--- config.mk ---
export PLATFORM = sky130hd
export DESIGN_NAME = alu_serial_ctrl
export DESIGN_NICKNAME = d
export VERILOG_FILES = /design/src/rtl/alu_pkg.sv /design/src/rtl/alu1.sv /design/src/rtl/alu_serial_ctrl.sv
export SDC_FILE = /design/constraint.sdc
export NUM_CORES = 1
export LEC_CHECK = 0
export BUFFER_PORTS_ARGS = -buffer_cell sky130_fd_sc_hd__buf_4
export CORE_MARGIN = 2
export CORE_UTILIZATION = 56
export DETAILED_ROUTE_END_ITERATION = 6
export PLACE_DENSITY_LB_ADDON = 0.05
export SLEW_MARGIN = 20
export SYNTH_ARGS = -nofsm -noshare
export SYNTH_HDL_FRONTEND = slang
export SYNTH_HIERARCHICAL = 1
export SYNTH_SLANG_ARGS = --single-unit
--- constraint.sdc ---
create_clock -name clock -period 2.74 [get_ports clock]
set_input_delay 0.274 -clock clock [delete_from_list [all_inputs] [get_ports clock]]
set_output_delay 0.274 -clock clock [all_outputs]
set_load 0.01 [all_outputs]
--- src/rtl/alu_pkg.sv ---
// Shared definitions for the 1-bit ALU slice and its bit-serial controller:
// operation codes, reserved-code helper and controller state encoding.
package alu_pkg;

   localparam logic [2:0] ALU_ADD = 3'd2;
   localparam logic [2:0] ALU_SUB = 3'd3;
   localparam logic [2:0] ALU_AND = 3'd4;
   localparam logic [2:0] ALU_OR  = 3'd5;
   localparam logic [2:0] ALU_NOR = 3'd6;
   localparam logic [2:0] ALU_XOR = 3'd7;

   typedef enum logic [1:0] {
      IDLE = 2'd0,
      RUN  = 2'd1,
      DONE = 2'd2
   } state_t;

   // Codes 0 and 1 have no operation assigned.
   function automatic logic is_reserved_op(input logic [2:0] op);
      return (op[2:1] == 2'b00);
   endfunction

   function automatic logic is_add_sub(input logic [2:0] op);
      return (op == ALU_ADD) || (op == ALU_SUB);
   endfunction

endpackage

--- src/rtl/alu1.sv ---
// One-bit ALU slice: add/subtract with carry chain plus bitwise logic ops.
// Subtraction expects the caller to seed carryin=1 on the LSB.
module alu1
   import alu_pkg::*;
(
   input  logic       A,
   input  logic       B,
   input  logic       carryin,
   input  logic [2:0] control,
   output logic       out,
   output logic       carryout
);

   logic b_eff;

   always_comb begin
      b_eff    = (control == ALU_SUB) ? ~B : B;
      out      = 1'b0;
      carryout = 1'b0;
      case (control)
         ALU_ADD, ALU_SUB: begin
            out      = A ^ b_eff ^ carryin;
            carryout = (A & b_eff) | (A & carryin) | (b_eff & carryin);
         end
         ALU_AND: out = A & B;
         ALU_OR:  out = A | B;
         ALU_NOR: out = ~(A | B);
         ALU_XOR: out = A ^ B;
         default: begin
            out      = 1'b0;
            carryout = 1'b0;
         end
      endcase
   end

endmodule

--- src/rtl/alu_serial_ctrl.sv ---
// Bit-serial sequencer: streams WIDTH operand bits LSB-first through one alu1
// slice and presents the assembled result and flags with a one-cycle done pulse.
module alu_serial_ctrl
   import alu_pkg::*;
#(
   parameter  int unsigned WIDTH = 32,
   localparam int unsigned CNT_W = $clog2(WIDTH + 1)
) (
   input  logic             clock,
   input  logic             reset,
   input  logic             start,
   input  logic [2:0]       control,
   input  logic [WIDTH-1:0] A,
   input  logic [WIDTH-1:0] B,
   output logic             ready,
   output logic             done,
   output logic [WIDTH-1:0] out,
   output logic             overflow,
   output logic             zero,
   output logic             negative,
   output logic             op_err
);

   state_t           state_q;
   logic [WIDTH-1:0] a_sh;
   logic [WIDTH-1:0] b_sh;
   logic [WIDTH-1:0] res_sh;
   logic [2:0]       op_q;
   logic             carry_q;
   logic [CNT_W-1:0] cnt;

   logic             slice_out;
   logic             slice_cout;
   logic             last_bit;
   logic             cin_msb;
   logic             cout_msb;
   logic [WIDTH-1:0] res_next;
   logic [WIDTH-1:0] res_final;

   alu1 u_slice (
      .A        (a_sh[0]),
      .B        (b_sh[0]),
      .carryin  (carry_q),
      .control  (op_q),
      .out      (slice_out),
      .carryout (slice_cout)
   );

   // On the last RUN cycle the slice is working on the MSB, so its carry-in
   // and carry-out are the pair that defines signed overflow.
   always_comb begin
      last_bit  = (cnt == CNT_W'(WIDTH - 1));
      cin_msb   = carry_q;
      cout_msb  = slice_cout;
      res_next  = {slice_out, res_sh[WIDTH-1:1]};
      res_final = is_reserved_op(op_q) ? '0 : res_next;
   end

   always_ff @(posedge clock or negedge reset) begin
      if (!reset) begin
         state_q  <= IDLE;
         a_sh     <= '0;
         b_sh     <= '0;
         res_sh   <= '0;
         op_q     <= '0;
         carry_q  <= 1'b0;
         cnt      <= '0;
         ready    <= 1'b1;
         done     <= 1'b0;
         out      <= '0;
         overflow <= 1'b0;
         zero     <= 1'b0;
         negative <= 1'b0;
         op_err   <= 1'b0;
      end else begin
         case (state_q)
            IDLE: begin
               if (start) begin
                  a_sh    <= A;
                  b_sh    <= B;
                  op_q    <= control;
                  res_sh  <= '0;
                  cnt     <= '0;
                  carry_q <= (control == ALU_SUB);
                  ready   <= 1'b0;
                  state_q <= RUN;
               end
            end
            RUN: begin
               res_sh  <= res_next;
               a_sh    <= a_sh >> 1;
               b_sh    <= b_sh >> 1;
               carry_q <= slice_cout;
               cnt     <= cnt + CNT_W'(1);
               if (last_bit) begin
                  // Flags are derived from the value being written to out.
                  done     <= 1'b1;
                  out      <= res_final;
                  overflow <= is_add_sub(op_q) & (cin_msb ^ cout_msb);
                  zero     <= (res_final == '0);
                  negative <= res_final[WIDTH-1];
                  op_err   <= is_reserved_op(op_q);
                  state_q  <= DONE;
               end
            end
            DONE: begin
               done    <= 1'b0;
               ready   <= 1'b1;
               state_q <= IDLE;
            end
            default: begin
               done    <= 1'b0;
               ready   <= 1'b1;
               state_q <= IDLE;
            end
         endcase
      end
   end

endmodule

; ---- Word-level counts from Yosys, hierarchy flattened
; Cells that the tools add are included.
[word_totals]
ff_bits = 146
inputBits = 70
out_inout_bits = 38
word_cells = 75
[op_classes]
bitwise_logic = 16
eq_ne = 11
add_sub_neg = 1
n_reduce_logical = 12
n_mux = 21
[ops]
columns = operator, count
row1 = $pmux W32 S2, 3
row2 = $mux W32, 4
row3 = $logic_not A32 Y1, 1
row4 = $eq A3 B3 Y1 const B, 4
row5 = $pmux W6 S2, 1
row6 = $reduce_and A2 Y1, 6
row7 = $eq A3 B2 Y1 const B, 3
row8 = $add A6 B1 Y6 const B, 1
row9 = $eq A6 B5 Y1 const B, 1
row10 = $mux W6, 1
row11 = $pmux W1 S2, 3
row12 = $and A1 B1 Y1, 5
row13 = $mux W1, 5
row14 = $pmux W1 S5, 1
row15 = $logic_not A2 Y1, 2
row16 = $mux W2, 2
row17 = $ne A2 B2 Y1 const B, 2
row18 = $not A1 Y1, 4
row19 = $pmux W2 S2, 1
row20 = $xor A1 B1 Y1, 4
row21 = $or A1 B1 Y1, 3
row22 = $eq A2 B1 Y1 const B, 1
row23 = $reduce_bool A2 Y1, 1
row24 = $reduce_or A2 Y1, 1
row25 = $logic_or A1 B1 Y1, 1

; ---- Depth between registers and ports, before layout
; Gate-level depths: netlist of run 1.
[logic_depth]
ltp_word = 8
mapped_depth = 10
depth_no_buf = 10

; ---- Hierarchy
; The synthesis of run 1 kept the hierarchy.
[modules_own_cells]
columns = mod, area_per_inst_um2, instances, seq_area_each_um2, cells_each
row1 = alu_serial_ctrl, 5944.5, 1, 3604.7, 576
row2 = alu1, 120.1, 1, 0.0, 16

; ---- Least setup slack after synthesis of run 1
; No wires, ideal clock.
[synth_path]
path_type = register to register
from = reg op_q[2]
to = reg zero
n_path_buf = 0
setup_time_ns = 0.065
required_ns = 2.675
path_stages_with_launch = 11
slack_ns = 0.634
synth_period_minus_slack_ns = 2.106
arrival_ns = 2.041
path_cell_list = dfrtp_1 inv_1 nand3_1 xnor2_1 fa_1 o32ai_1 a31o_1 nor4_1 nand4_1 o211ai_1 o21a_1
[synth_between]
elab_chain_len = 7
elab_cells_between_ends = 14
cone_classes = 6 x eq/ne / 3 x mux / 2 x bitwise / 3 x reduce/logical
[synth_lines]
columns = item, line
row1 = start: declaration, alu_serial_ctrl.sv:28  ; logic [2:0] op_q;
row2 = start signal: assignment, alu_serial_ctrl.sv:81  ; op_q <= control;
row3 = $eq A3 B2 Y1, "alu1.sv:17, alu1.sv:20"
row4 = $mux W1, alu1.sv:17  ; b_eff = (control == ALU_SUB) ? ~B : B;
row5 = $xor A1 B1 Y1 (2 in series), alu1.sv:22  ; out = A ^ b_eff ^ carryin;
row6 = $pmux W1 S5 (*), alu1.sv:20  ; case (control)
row7 = net slice_out, alu_serial_ctrl.sv:32  ; logic slice_out;
row8 = $mux W32 (*), alu_serial_ctrl.sv:56  ; res_final = is_reserved_op(op_q) ? '0 : res_next;
row9 = $logic_not A32 Y1 (*), alu_serial_ctrl.sv:100  ; zero <= (res_final == '0);
row10 = end signal: assignment, alu_serial_ctrl.sv:100
row11 = end: declaration, alu_serial_ctrl.sv:19  ; output logic zero,
; Mark *: on every way through the listed nets, which the timed path passes. The rest lies on a longest branch.
; A chain may end at the register's enable or synchronous reset.

; ---- Worst setup path in the final report of run 1
; Same ends and word-level chain as after synthesis.

==> results of run 1 <==
final timing paths:
kind                       slack [ns]  endpoint  cells after the start    start
max                              0.35      zero                     10  op_q[2]
min                              0.04  a_sh[14]                      3    A[14]
max reg2reg                      0.35      zero                     10  op_q[2]
min reg2reg                      0.46   out[17]                      2  out[17]
max in group asynchronous        1.64  b_sh[24]                      3    reset
min in group asynchronous        0.27    out[7]                      2    reset
cell usage in the layout, fill, tap and decap left out, drive strengths merged, types with 2 or more instances in the layout:
cell type,netlist,layout
nor2b,2,2
ha,3,3
buf,14,119
dlygate4sd3,0,6
nand4,3,3
clkinv,1,4
clkinvlp,0,3
nor3,2,2
o211ai,2,2
nand3,35,35
a22o,34,34
nor4,8,8
a22oi,73,73
inv,6,6
nand2b,3,3
nor2,5,5
clkbuf,34,20
xor2,2,2
nand2,133,133
o21ai,73,73
dfrtp,143,143
bufinv,0,5
power breakdown:
group          internal [µW]  switching (µW)  total (µW)
logic                    475             500         975
clock network           1580             859        2440
registers               2520             302        2820
state kept, by name, indices dropped and copies added (netlist names), 2 cells and up:
| register | flops |
|---|---|
| op_q | 3 |
| out | 32 |
| cnt | 6 |
| res_sh | 31 |
| b_sh | 32 |
| a_sh | 32 |
| state_q | 2 |
stage by stage:
step | hold WS (ns) | cell area (µm²) | setup slack (ns)
detailed placement | 0.2576 | 6958 | 0.4669
floorplan | -0.02159 | 6065 | 0.6341
CTS | 0.03220 | 7641 | 0.3720
global route | 0.05195 | 7641 | 0.2157
finish | 0.04166 | 7641 | 0.3534
global placement | 0.2536 | 6958 | 0.5615
timing repair:
action	4_1_cts	5_1_grt
endpoints found under the hold margin	55	0
resized for setup	0	0
hold buffers	6	0
buffers inserted	0	0
worst max-delay path, stage by stage (launching register included):
cell      delay (ns)
dfrtp_1         0.42
inv_1           0.10
nand3_1         0.11
xnor2_1         0.16
fa_1            0.50
o32ai_1         0.07
a31o_1          0.22
nor4_1          0.26
nand4_1         0.14
o211ai_1        0.21
o21a_1          0.15
routing by layer:
metal,track usage,up-vias,routed length [µm]
met5,0,-,0
met4,0.1026,0,234
met3,0.05787,18,712
met2,0.4236,138,7183
met1,0.3476,2425,5820
li1,-,2318,-
cell type report:
class,count,area share
clock inverter,11,0.02456
tap,136,0.02227
sequential,144,0.4721
inverter,7,0.004094
multi-input combinational,393,0.2931
clock buffer,20,0.05698
timing repair buffer,125,0.1269
kinds of logic (layout without fill, tap and decap cells):
group / Yosys count / after routing / share of synthesized area
compound gates: 190 / 190 / 0.2121
fa+ha+maj: 4 / 4 / 0.009491
buf+inv: 55 / 163 / 0.04064
xor+xnor: 3 / 3 / 0.004333
simple gates: 195 / 195 / 0.1374
flops: 144 / 144 / 0.5944
mux: 1 / 1 / 0.001651
==> key figures, run 1 <==
Status
  • Outcome: finished, final reports clean

Clocking
  • H-tree Lvls: 4
  • CTS root buffer: clkbuf_8
  • TritonCTS Sinks: 144
  • Clk Latency, worst-skew pair: 0.52 ns
  • CTS max path bufs: 2
  • Clock tree from TritonCTS: done
  • Num CTS Buffers: 17
  • Clock-pin transition on the worst setup and hold timing paths: 0.06 ns

Worst setup path
  • Worst path required time: 3.20 ns
  • WS Path Type: register to register
  • CP arrival: 2.85 ns
  • Critical Path Sink Type: register
  • Crit path max fanout: 6
  • Setup crit start kind: register

Final layout
  • N_diodes: 0
  • Fin cells: 836
  • Final Util: 0.7336
  • Register area: 3607 µm²
  • Share of layout cells above drive strength 1: 0.2229
  • # fillers: 769
  • Area grow syn2layout: 26.00%
  • Multi-input logic area: 2240 µm²
  • Layout Nets: 762

Place
  • Placed Cells: 799
  • GP Congestion: 0.7559
  • Detailed-placement wirelength estimate: 8575 µm
  • IO Port Bufs: 107

Pwr
  • Leak: 0.003647 µW
  • Tot Pwr: 6240 µW
  • VDD IR-drop max: 0.5435 mV
  • Power per cell area: 816.6 nW/µm²

Worst hold path
  • Worst min path class: input pin to register

Timing
  • RSZ-0062 raised after global routing: false
  • Final min period: 2.387 ns
  • F_max: 419.0 MHz
  • Slew Viols, Final: 0
  • Final setup skew: 0.004849 ns
  • Slew HR: 0.4616
  • Final Hold Vio Count: 0
  • Crit share post-route: 0.8710
  • Slew @ Worst Pin: 0.8015 ns
  • # setup viols final: 0
  • Setup TNS: 0 ns

Detailed routing
  • Wire per inst: 16.69 µm
  • DRT antenna net count: 0
  • Initial drt markers: 366
  • Vias per std cell: 5.860
  • Routed vias: 4899
  • Routed WL: 13950 µm
  • DRC viols: 0
  • First drt pass iteration count: 6

Global routing
  • Pin count of the biggest net entering global routing: 59
  • Gr ovfl total: 0
  • GR Util All Layers: 0.2618
  • First-pass GRT wire length: 23810 µm
  • Initial antenna violation count: 0
  • Vias in the first global route: 4883

Synth
  • Register area share after synthesis: 0.5944
  • Netlist cell types: 39
  • Syn avg cell area: 10.24 µm²
  • Ys Warns: 6
  • Synth area leader: dfrtp_1
  • Mapped Nets: 666
  • Top cells by area, synth: dfrtp_1, a22oi_1, nand2_1
  • Async set-reset flop share out of synthesis: 1.000
  • Synth top cells by count: dfrtp_1, nand2_1, a22oi_1
  • Leading register cell type out of synthesis: dfrtp_1
  • Most numerous cell in the Yosys netlist: dfrtp_1
  • Post-synthesis register bit count: 144
  • Synth Cell Area: 6065 µm²
  • Post-synth EDFFs: 0
  • Top-area cell type share of the netlist area: 0.5901
  • Post-Syn Instances: 592

Job
  • # Max-Cap Violations: 0

Die
  • Core region area: 10420 µm²
  • Rows: 37
  • Die height: 108.1 µm
  • Ports: 108
  • Die area: 11680 µm²
  • Initial core utilization: 0.5822
  • Die width: 108.1 µm
Note: power is estimated with default switching activity, not from simulation.
==> run 2: changes to the inputs <==
--- a/config.mk
+++ b/config.mk
@@ -6,8 +6,10 @@
 export NUM_CORES = 1
 export LEC_CHECK = 0
 export BUFFER_PORTS_ARGS = -buffer_cell sky130_fd_sc_hd__buf_4
+export CELL_PAD_IN_SITES_DETAIL_PLACEMENT = 1
+export CELL_PAD_IN_SITES_GLOBAL_PLACEMENT = 1
 export CORE_MARGIN = 2
-export CORE_UTILIZATION = 56
+export CORE_UTILIZATION = 30
 export DETAILED_ROUTE_END_ITERATION = 6
 export PLACE_DENSITY_LB_ADDON = 0.05
 export SLEW_MARGIN = 20
==> key figures, run 2 (same netlist as run 1, synthesis figures left out) <==
Final layout
  • Area grow syn2layout: 28.35% (was 26.00%)
  • Leading cell type in the layout, fill and taps excluded: dfrtp_1 (unchanged)
  • Layout Nets: 758 (was 762)
  • Most frequent cells in the layout: dfrtp_1, nand2_1, buf_4, a22oi_1, o21ai_0 (unchanged)
  • # fillers: 2315 (was 769)
  • Share of layout cells above drive strength 1: 0.2284 (was 0.2229)
  • N_diodes: 0 (unchanged)
  • Largest regs: a_sh x32, b_sh x32, out x32 (unchanged)

Worst setup path
  • Setup crit start kind: register (unchanged)
  • R2R Path Start: op_q[2] (unchanged)
  • Critical Path Sink Type: register (unchanged)
  • Cells on worst reg2reg path: 10 (unchanged)
  • Worst path required time: 3.09 ns (was 3.20 ns)
  • Crit path max fanout: 6 (unchanged)
  • Setup slack, reg-to-reg: 0.42 ns (was 0.35 ns)
  • CP arrival: 2.68 ns (was 2.85 ns)
  • WS Path Type: register to register (unchanged)
  • FF-to-FF End: zero (unchanged)

Timing
  • RSZ-0062 raised after global routing: false (unchanged)
  • Slew Viols, Final: 0 (unchanged)
  • Setup TNS: 0 ns (unchanged)
  • Final worst slack: 0.4157 ns (was 0.3534 ns)
  • Final min period: 2.324 ns (was 2.387 ns)
  • # setup viols final: 0 (unchanged)
  • Final setup skew: 0.007682 ns (was 0.004849 ns)
  • Hold Worst Slack: 0.07243 ns (was 0.04166 ns)
  • Final Hold Vio Count: 0 (unchanged)
  • Slew @ Worst Pin: 0.9535 ns (was 0.8015 ns)
  • Slew HR: 0.3627 (was 0.4616)
  • Crit share post-route: 0.8483 (was 0.8710)
  • F_max: 430.2 MHz (was 419.0 MHz)

Worst hold path
  • WHS Endpoint: op_q[0] (was a_sh[14])
  • Worst min path class: input pin to register (unchanged)
  • WHS Path Cells: 3 (unchanged)
  • Hold Startpoint: control[0] (was A[14])

Global routing
  • First-pass GRT wire length: 27300 µm (was 23810 µm)
  • Initial antenna violation count: 0 (unchanged)
  • GR Util All Layers: 0.1579 (was 0.2618)
  • Pin count of the biggest net entering global routing: 69 (was 59)
  • Gr ovfl total: 0 (unchanged)
  • Vias in the first global route: 5208 (was 4883)

Clocking
  • CTS root buffer: clkbuf_16 (was clkbuf_8)
  • Clock tree from TritonCTS: done (unchanged)
  • Post-CTS Repair Setup Buffers: 0 (unchanged)
  • Clk Latency, worst-skew pair: 0.41 ns (was 0.52 ns)
  • Post-cts repair resize count: 0 (unchanged)
  • H-tree Lvls: 4 (unchanged)
  • CTS max path bufs: 2 (unchanged)
  • Num CTS Buffers: 17 (unchanged)
  • Clock-pin transition on the worst setup and hold timing paths: 0.06 ns (about the same)
  • TritonCTS Sinks: 144 (unchanged)

Place
  • GP Congestion: 0.7599 (was 0.7559)
  • Placement Setup Slack: 0.4240 ns (was 0.4669 ns)
  • Detailed-placement wirelength estimate: 10260 µm (was 8575 µm)
  • IO Port Bufs: 107 (unchanged)

Die
  • Rows: 52 (was 37)
  • Core region area: 20040 µm² (was 10420 µm²)
  • Die width: 146.2 µm (was 108.1 µm)
  • Die area: 21370 µm² (was 11680 µm²)
  • Ports: 108 (unchanged)
  • Initial core utilization: 0.3026 (was 0.5822)
  • Die height: 146.2 µm (was 108.1 µm)

Pwr
  • VDD IR-drop max: 0.4471 mV (was 0.5435 mV)
  • Power per cell area: 806.3 nW/µm² (was 816.6 nW/µm²)
  • Leak: 0.003650 µW (was 0.003647 µW)

Detailed routing
  • First drt pass iteration count: 4 (was 6)
  • Wire per inst: 16.65 µm (was 16.69 µm)
  • DRC viols: 0 (unchanged)
  • Routed vias: 4802 (was 4899)
  • DRT antenna net count: 0 (unchanged)
  • Routed WL: 16080 µm (was 13950 µm)
  • Initial drt markers: 248 (was 366)
  • Vias per std cell: 4.971 (was 5.860)

Status
  • Outcome: finished, final reports clean (unchanged)

Job
  • # Max-Cap Violations: 0 (unchanged)
run 2: cell count changes in the layout (fill, tap and decap cells not counted), sizes merged:
cell | before | now
buf | 119 | 120
clkinvlp | 3 | 1
bufinv | 5 | 4
dlygate4sd3 | 6 | 1
clkinv | 4 | 7
run 2: final cells by class:
cell class              instances  area, µm²  area share
inverters                       7      31.28    0.004019
clock inverters                11      161.4     0.02074
multi-input cells             393       2240      0.2877
clock buffers                  20      466.7     0.05996
flip-flops and latches        144       3607      0.4634
well taps                     270      337.8     0.04340
repair buffers                121      939.7      0.1207
run 2: worst max-delay path by stage:
stage	slack [ns]	cells past startpoint	end	startpoint
after floorplan	0.63	10	zero	op_q[2]
after global placement	0.50	10	zero	op_q[2]
after detailed placement	0.42	10	zero	op_q[2]
after CTS	0.40	10	zero	op_q[2]
after global routing	0.26	10	zero	op_q[2]
final	0.42	10	zero	op_q[2]
run 2: worst max-delay path: stages, from the launching register on:
cell and delay [ns]:
dfrtp_1 0.42, inv_1 0.10, nand3_1 0.09, xnor2_1 0.15, fa_1 0.50, o32ai_1 0.07, a31o_1 0.23, nor4_1 0.24
nand4_1 0.12, o211ai_1 0.20, o21a_1 0.14
run 2: what timing repair did:
item	in CTS	in global routing
endpoints found under the setup margin	0	0
endpoints found under the hold margin	57	0
hold buffers	1	0
run 2: per-layer routing:
layer,up-vias,GRT usage,part of all wire
met3,16,0.04438,0.045
met4,0,0.04806,0.013
met2,83,0.2670,0.49
met5,-,0,0
li1,2303,-,-
met1,2400,0.1971,0.45
run 2: per-stage QoR:
stage	cell area, µm²	cells	util	total power, µW
2_1_floorplan	6065	592	-	3426
3_3_place_gp	7146	934	0.3566	3800
3_5_place_dp	7146	934	0.3566	3862
4_1_cts	7784	966	0.3884	6391
5_1_grt	7784	966	0.3884	6658
6_report	7784	966	0.3884	6276
run 2: report_power, final:
group          switching [µW]  internal, µW  leakage, µW  total (µW)
Combinational             514           475      0.00144         989
Sequential                293          2520      0.00190        2810
Clock                     890          1580     0.000311        2470
Total                    1700          4580      0.00365        6280
